==> src/rtl/pse_pkg.sv <==
// Shared types and constants for the pattern scan engine.
// The state enum is shared so the engine and anything probing it agree on the encoding.
package pse_pkg;

   typedef enum logic [2:0] {
      IDLE,
      LOAD_PAT,
      SCAN,
      DRAIN,
      WR_CTB,
      WR_CTO,
      WR_CTS,
      DONE
   } pse_state_t;

   localparam int DEF_PAT_ADDR = 32;
   localparam int DEF_RES_ADDR = 33;
   localparam int WIN          = 5;

endpackage

==> src/rtl/pse_byte_match.sv <==
// Counts 5-bit pattern hits for one string byte.
// Hits are split into windows inside the byte and windows that straddle the previous byte.
module pse_byte_match
   import pse_pkg::*;
(
   input  logic [WIN-1:0] pat,
   input  logic [3:0]     prev_nib,
   input  logic [7:0]     cur,
   input  logic           first,
   output logic [2:0]     in_cnt,
   output logic           hit,
   output logic [2:0]     cross_cnt
);

   // Bits 11:8 hold the previous byte's low nibble. Windows starting at offsets
   // 0..3 lie inside cur; offsets 4..7 reach back across the byte boundary.
   logic [11:0] win_bits;

   assign win_bits = {prev_nib, cur};

   always_comb begin
      in_cnt    = 3'd0;
      cross_cnt = 3'd0;
      for (int i = 0; i < 4; i++) begin
         if (win_bits[i +: WIN] == pat) begin
            in_cnt = in_cnt + 3'd1;
         end
      end
      for (int i = 4; i < 8; i++) begin
         if (win_bits[i +: WIN] == pat) begin
            cross_cnt = cross_cnt + 3'd1;
         end
      end
      if (first) begin
         cross_cnt = 3'd0;
      end
   end

   assign hit = (in_cnt != 3'd0);

endmodule

==> src/rtl/pattern_scan_engine.sv <==
// Bit-pattern search coprocessor: reads the pattern and string from data memory,
// counts in-byte, per-byte and whole-string hits, then writes the three counts back.
module pattern_scan_engine
   import pse_pkg::*;
#(
   parameter int NUM_BYTES = 32,
   parameter int STR_BASE  = 0,
   parameter int PAT_ADDR  = DEF_PAT_ADDR,
   parameter int RES_ADDR  = DEF_RES_ADDR,
   parameter int AW        = 8
) (
   input  logic          Clk,
   input  logic          Reset,
   input  logic          Start,
   output logic          Done,
   output logic [AW-1:0] MemAddr,
   input  logic [7:0]    MemRdData,
   output logic          MemWrEn,
   output logic [7:0]    MemWrData
);

   localparam int            KW     = (NUM_BYTES > 1) ? $clog2(NUM_BYTES) : 1;
   localparam logic [KW-1:0] K_LAST = KW'(NUM_BYTES - 1);
   localparam logic [AW-1:0] STR_A  = AW'(STR_BASE);
   localparam logic [AW-1:0] PAT_A  = AW'(PAT_ADDR);
   localparam logic [AW-1:0] RES_A  = AW'(RES_ADDR);

   pse_state_t     state_q;
   logic [KW-1:0]  k_q;
   logic [WIN-1:0] pat_q;
   logic [3:0]     prev_q;
   logic [7:0]     ctb_q, cto_q, cts_q;
   logic [7:0]     ctb_d, cto_d, cts_d;
   logic           done_q, wren_q;
   logic [AW-1:0]  addr_q;
   logic [7:0]     wdata_q;

   logic           acc_en;
   logic           first_byte;
   logic [2:0]     in_cnt;
   logic           hit;
   logic [2:0]     cross_cnt;

   // Read data lags the address by one cycle, so SCAN step k sees byte k-1
   // (step 0 sees the pattern byte) and DRAIN sees the final byte.
   assign acc_en     = ((state_q == SCAN) && (k_q != '0)) || (state_q == DRAIN);
   assign first_byte = (state_q == SCAN) && (k_q == KW'(1));

   pse_byte_match u_match (
      .pat       (pat_q),
      .prev_nib  (prev_q),
      .cur       (MemRdData),
      .first     (first_byte),
      .in_cnt    (in_cnt),
      .hit       (hit),
      .cross_cnt (cross_cnt)
   );

   always_comb begin
      ctb_d = ctb_q;
      cto_d = cto_q;
      cts_d = cts_q;
      if (acc_en) begin
         ctb_d = ctb_q + {5'd0, in_cnt};
         cto_d = cto_q + {7'd0, hit};
         cts_d = cts_q + {5'd0, in_cnt} + {5'd0, cross_cnt};
      end
   end

   always_ff @(posedge Clk) begin
      if (Reset) begin
         state_q <= IDLE;
         k_q     <= '0;
         pat_q   <= '0;
         prev_q  <= '0;
         ctb_q   <= '0;
         cto_q   <= '0;
         cts_q   <= '0;
         done_q  <= 1'b0;
         wren_q  <= 1'b0;
         addr_q  <= '0;
         wdata_q <= '0;
      end else begin
         ctb_q <= ctb_d;
         cto_q <= cto_d;
         cts_q <= cts_d;
         if (acc_en) begin
            prev_q <= MemRdData[3:0];
         end
         case (state_q)
            IDLE, DONE: begin
               if (Start) begin
                  state_q <= LOAD_PAT;
                  addr_q  <= PAT_A;
                  done_q  <= 1'b0;
                  ctb_q   <= '0;
                  cto_q   <= '0;
                  cts_q   <= '0;
                  prev_q  <= '0;
               end
            end
            LOAD_PAT: begin
               state_q <= SCAN;
               k_q     <= '0;
               addr_q  <= STR_A;
            end
            SCAN: begin
               if (k_q == '0) begin
                  pat_q <= MemRdData[7:3];
               end
               if (k_q == K_LAST) begin
                  state_q <= DRAIN;
               end else begin
                  k_q    <= k_q + 1'b1;
                  addr_q <= STR_A + AW'(k_q + 1'b1);
               end
            end
            DRAIN: begin
               // ctb_d already includes the last byte, which lands this cycle.
               state_q <= WR_CTB;
               wren_q  <= 1'b1;
               addr_q  <= RES_A;
               wdata_q <= ctb_d;
            end
            WR_CTB: begin
               state_q <= WR_CTO;
               addr_q  <= RES_A + AW'(1);
               wdata_q <= cto_q;
            end
            WR_CTO: begin
               state_q <= WR_CTS;
               addr_q  <= RES_A + AW'(2);
               wdata_q <= cts_q;
            end
            WR_CTS: begin
               state_q <= DONE;
               wren_q  <= 1'b0;
               done_q  <= 1'b1;
            end
            default: begin
               state_q <= IDLE;
            end
         endcase
      end
   end

   assign Done      = done_q;
   assign MemAddr   = addr_q;
   assign MemWrEn   = wren_q;
   assign MemWrData = wdata_q;

endmodule

==> config.mk <==
export PLATFORM = sky130hd
export DESIGN_NAME = pattern_scan_engine
export DESIGN_NICKNAME = d
export VERILOG_FILES = /design/src/rtl/pse_pkg.sv /design/src/rtl/pse_byte_match.sv /design/src/rtl/pattern_scan_engine.sv
export SDC_FILE = /design/constraint.sdc
export NUM_CORES = 1
export LEC_CHECK = 0
export BUFFER_PORTS_ARGS = -buffer_cell sky130_fd_sc_hd__buf_2
export CELL_PAD_IN_SITES_DETAIL_PLACEMENT = 0
export CELL_PAD_IN_SITES_GLOBAL_PLACEMENT = 1
export CORE_ASPECT_RATIO = 1.75
export CORE_UTILIZATION = 41
export DETAILED_ROUTE_END_ITERATION = 12
export GPL_TIMING_DRIVEN = 0
export PLACE_DENSITY_LB_ADDON = 0.08
export RECOVER_POWER = 25
export SETUP_SLACK_MARGIN = 0.3
export SYNTH_ARGS = -nofsm -noshare
export SYNTH_HDL_FRONTEND = slang
export SYNTH_SLANG_ARGS = --single-unit
==> constraint.sdc <==
create_clock -name Clk -period 4.24 [get_ports Clk]
set_input_delay 0.848 -clock Clk [delete_from_list [all_inputs] [get_ports Clk]]
set_output_delay 0.848 -clock Clk [all_outputs]
set_load 0.03 [all_outputs]
==> flow_results.org <==
** STA
- Derived from the worst setup path, the maximum achievable clock frequency is 0.250 GHz.
- Setup repair after global routing could not meet its margin everywhere.
- After layout, the worst path uses 94.5% of the clock period.
- The tightest hold path in the finished design has a slack of 448 ps.
- Worst slew slack as a fraction of its limit :: 53.8%
- For the pin with the worst max-slew slack, the measured transition is roughly 690 ps.
- Crit path time final :: about 4000 ps
- Final hold violations :: 0
- Setup violations remaining at the end of the flow were counted as 0.
- The total count of max-transition violations in the final report was 0.
- Clock skew on the completed layout was measured at about 6.8 ps.

** Worst setup path
- Worst R2R End :: cts_q[7]
- The worst register-to-register path begins at pat_q[2].
- Crit path launch type :: input pin
- Delay-heaviest family, CP :: adder cells
- The setup check on the worst reg-to-reg path leaves a slack of 340 ps.
- Counting cells, the worst reg-to-reg path comes to 19.
- Endpoint required time on the critical path :: 4440 ps
- Counting both buffers and inverters, the worst setup path holds a total of 3.
- Critical path fanouts, max :: 5
- In this design, the stage delay of the slowest critical-path cell is about 380 ps.
- The worst setup path is of the in2reg kind.
- Cell type with the highest occurrence count on the critical path :: sky130_fd_sc_hd__nor2_1
- On the critical path, the stage with the largest delay is an instance of sky130_fd_sc_hd__fa_1.
- Signal arrival time at the worst endpoint :: 4200 ps
- Launch point of the critical path :: MemRdData[7]
- Traced cell by cell, the critical path runs through clkbuf_16, xor2_1, nor2_1, and4_4, ha_4, xor2_2, ha_2, mux2_4, nand2_4, fa_1, inv_1, ha_2, inv_2, fa_2, nor2b_2, o21ai_1, nor2_1, nand3_1, xor2_1, nor2_1.
- Critical Path End Type :: register

** GRT
- Entering global routing, the biggest net connects 11 pins.
- Overall Global Routing Usage :: around 22%
- The number of antenna violations at the first check in global routing is 0.
- After global routing the overflow that remains totals 0.
- The via count of the first global-routing pass is 3,282.
- Global-route wire length before repair :: 15,900 um

** Yosys
- For this run, asynchronously set or reset flops after synthesis account for 0%.
- Number of flops mapped to enable cells by yosys :: 0
- During synthesis, Yosys emitted a total of 0 warnings.
- Counting distinct cell types in the post-synthesis netlist gives 52.
- Dominant synthesized flop cell :: sky130_fd_sc_hd__dfxtp_1
- After technology mapping, the gate count stands at 472.
- The most common cell in the synthesized netlist is sky130_fd_sc_hd__nor2_1.
- Most numerous cell types in the synthesized netlist :: sky130_fd_sc_hd__nor2_1, sky130_fd_sc_hd__dfxtp_1, sky130_fd_sc_hd__nand2_1
- Most area-consuming cells after synthesis :: sky130_fd_sc_hd__dfxtp_1, sky130_fd_sc_hd__xor2_1, sky130_fd_sc_hd__xnor2_1
- After synthesis, flip-flops and latches occupy 29.9% of the total area.
- Syn avg cell area :: approximately 8 sq um
- Synthesis-stage register bit count :: 57
- Cell area after technology mapping :: between 0.003 and 0.004 sq mm
- The synthesized design devotes to its leading area cell type 29.9% of total area.
- Largest area contributor in the synthesized netlist :: sky130_fd_sc_hd__dfxtp_1

** Run
- The tool flagged a number of max-cap violations equal to 0.

** Min path
- In this run the most critical hold path is launched from MemAddr[1].
- Worst min-delay path class :: reg2reg
- Along the worst hold path, the cell count comes to 2.
- Worst-case hold path end point :: MemAddr[1]

** Floorplanning
- Horizontal die dimension :: approximately 75 um
- The floorplan has 46 rows.
- In this run the standard cell core region covers between 0.009 and 0.01 sq mm.
- Chip height :: about 130 um
- For this design the top-level I/O count stands at 29.
- Once the floorplan was initialized, standard cells occupied between 40% and 50% of the core.
- Die area :: 0.00973 sq mm

** Pwr
- Power per unit of standard cell area :: 357 mW/mm^2
- Leakage :: 0.00194 uW
- IR Drop Worst-Case VDD :: 0.193 mV

** CTS
- Clock transition time at the flip-flop clock pins of the worst setup and hold paths :: 50 ps
- Root buffer selected by CTS :: sky130_fd_sc_hd__clkbuf_16
- TritonCTS clock tree :: done
- Number of H-tree branching levels :: 3
- Clock buffer count from CTS :: 9
- The clock net in this run drives a total of 57 sinks.
- Number of buffers on the longest clock path :: 2
- Hold buffers post-CTS :: 0
- For the worst-skew pair, the clock arrives at the later sink with an insertion delay of 330 ps.

** Place
- Summing all placed instances gives a cell area of 0.00417 sq mm.
- At the end of routability-driven placement, the weighted congestion stood at 0.773.
- Once detailed placement completed, the half-perimeter wirelength came to around 7200 um.
- During placement, the flow inserted port buffers numbering 21.

** Drt
- Final ANT Viol Nets :: 0
- The first TritonRoute pass finished after 4 iterations.
- After detailed routing, the average wire length per cell comes to 15.2 um.
- The detailed router finished its first iteration with ~110 violations.
- Via count of the routed design :: between 3,000 and 4,000
- Per-cell via count in the routed design :: 5.08
- For this block, the routed nets add up to 9860 um of wire.
- After detailed routing, the number of remaining DRC violations is 0.

** Layout
- Fraction of layout instances using a drive strength above 1 :: approximately a fifth
- The area growth from synthesis to layout is 26.5%.
- Final core utilization :: 53.5%
- In the final design database the tool counted around 560 nets.
- After routing the design area is 0.00483 sq mm.
- N_diodes :: 0
- Register cell area after layout :: 0.00114 sq mm
- Multi-input gate area :: 0.00263 sq mm
- Filler Cells Inserted :: 935

** Status
- The flow ran to the end, and the final reports show no timing, DRC or antenna violations.
==> final cells by class <==
type                    instances  area share (%)
plain buffers                  33            4.69
clock buffers                  10            4.95
clock inverters                 6            2.18
inverters                      26            2.02
multi-input cells             357            54.4
flip-flops and latches         57            23.6
well taps                     120            3.11
repair buffers                 41            5.05
==> flip-flops by register name (all words and copies together) (netlist names) <==
signal and flops:
cto_q 8, MemWrEn 1, k_q 5, MemWrData 8
state_q 3, ctb_q 8, prev_q 4, Done 1
MemAddr 6, pat_q 5, cts_q 8
==> stage by stage <==
step	setup TNS [ps]	worst slack, ps	power (uW)	instances
floorplan	-30.1	-30.1	793	473
global placement	-1160	-372	855	614
detailed placement	-1120	-367	861	614
CTS	0	246	1730	645
global route	0	40.6	1800	650
finish	0	234	1730	650
==> cell usage in the layout, fill, tap and decap left out, types with 4 or more instances in the layout <==
cell,synthesis,routed
sky130_fd_sc_hd__inv_2,2,7
sky130_fd_sc_hd__nand4_1,4,4
sky130_fd_sc_hd__xor2_2,0,5
sky130_fd_sc_hd__buf_6,4,6
sky130_fd_sc_hd__a211oi_1,6,6
sky130_fd_sc_hd__fa_1,5,4
sky130_fd_sc_hd__nor3_2,5,7
sky130_fd_sc_hd__dfxtp_1,57,57
sky130_fd_sc_hd__nand2_1,38,36
sky130_fd_sc_hd__mux2i_1,11,9
sky130_fd_sc_hd__clkbuf_1,11,27
sky130_fd_sc_hd__nor2_1,59,57
sky130_fd_sc_hd__buf_4,3,22
sky130_fd_sc_hd__o21ai_0,32,31
sky130_fd_sc_hd__buf_2,12,12
sky130_fd_sc_hd__xnor2_1,28,26
sky130_fd_sc_hd__nor2b_1,8,7
sky130_fd_sc_hd__a22oi_1,6,6
sky130_fd_sc_hd__nand3_1,16,13
sky130_fd_sc_hd__inv_1,24,19
sky130_fd_sc_hd__ha_4,0,4
sky130_fd_sc_hd__clkbuf_16,0,10
sky130_fd_sc_hd__xor2_1,33,28
sky130_fd_sc_hd__nor3_1,18,15
sky130_fd_sc_hd__ha_1,18,12
sky130_fd_sc_hd__a21oi_1,26,24
==> power breakdown <==
group	total, uW	internal [uW]	switching [uW]
registers	562	552	9.83
clock network	840	586	254
logic	325	132	193
==> layer usage <==
layer | vias to the layer above | GRT usage, % | part of all wire [%] | wire length (um)
li1 | 1675 | - | - | -
met2 | 40 | 42.2 | 57 | 5650
met5 | - | 0 | 0 | 0
met1 | 1578 | 22.6 | 39 | 3890
met4 | 0 | 8.21 | 1.3 | 127
met3 | 12 | 3.78 | 2.0 | 193
==> tightest hold or removal path: stages (launching register included) <==
cell and delay, ps:
sky130_fd_sc_hd__dfxtp_1 300, sky130_fd_sc_hd__nand2_1 50, sky130_fd_sc_hd__a21oi_1 50
==> cells by family (layout without fill, tap and decap cells) <==
| group | after synthesis | count (layout) | synth area share [%] |
|---|---|---|---|
| other cells | 1 | 2 | 0.0981 |
| flops | 57 | 57 | 29.9 |
| simple gates | 169 | 169 | 22.5 |
| compound gates | 88 | 88 | 13.9 |
| fa+ha+maj | 23 | 23 | 8.51 |
| buf+inv | 59 | 116 | 7.27 |
| xor+xnor | 62 | 62 | 14.4 |
| mux | 13 | 13 | 3.47 |
==> timing repair <==
item | in CTS | in global routing
gates resized for setup | 20 | 24
pin swaps | 18 | 16
endpoints found under the setup margin | 7 | 7
setup buffers | 15 | 5
==> worst max-delay path by stage <==
| stage | depth (start not counted) | end |
|---|---|---|
| CTS | 20 | cts_q[7] |
| global placement | 21 | cts_q[7] |
| detailed placement | 21 | cts_q[7] |
| finish | 20 | cts_q[7] |
| floorplan | 20 | cts_q[7] |
| global route | 21 | cts_q[7] |
Power figures use the tool's default switching activity.
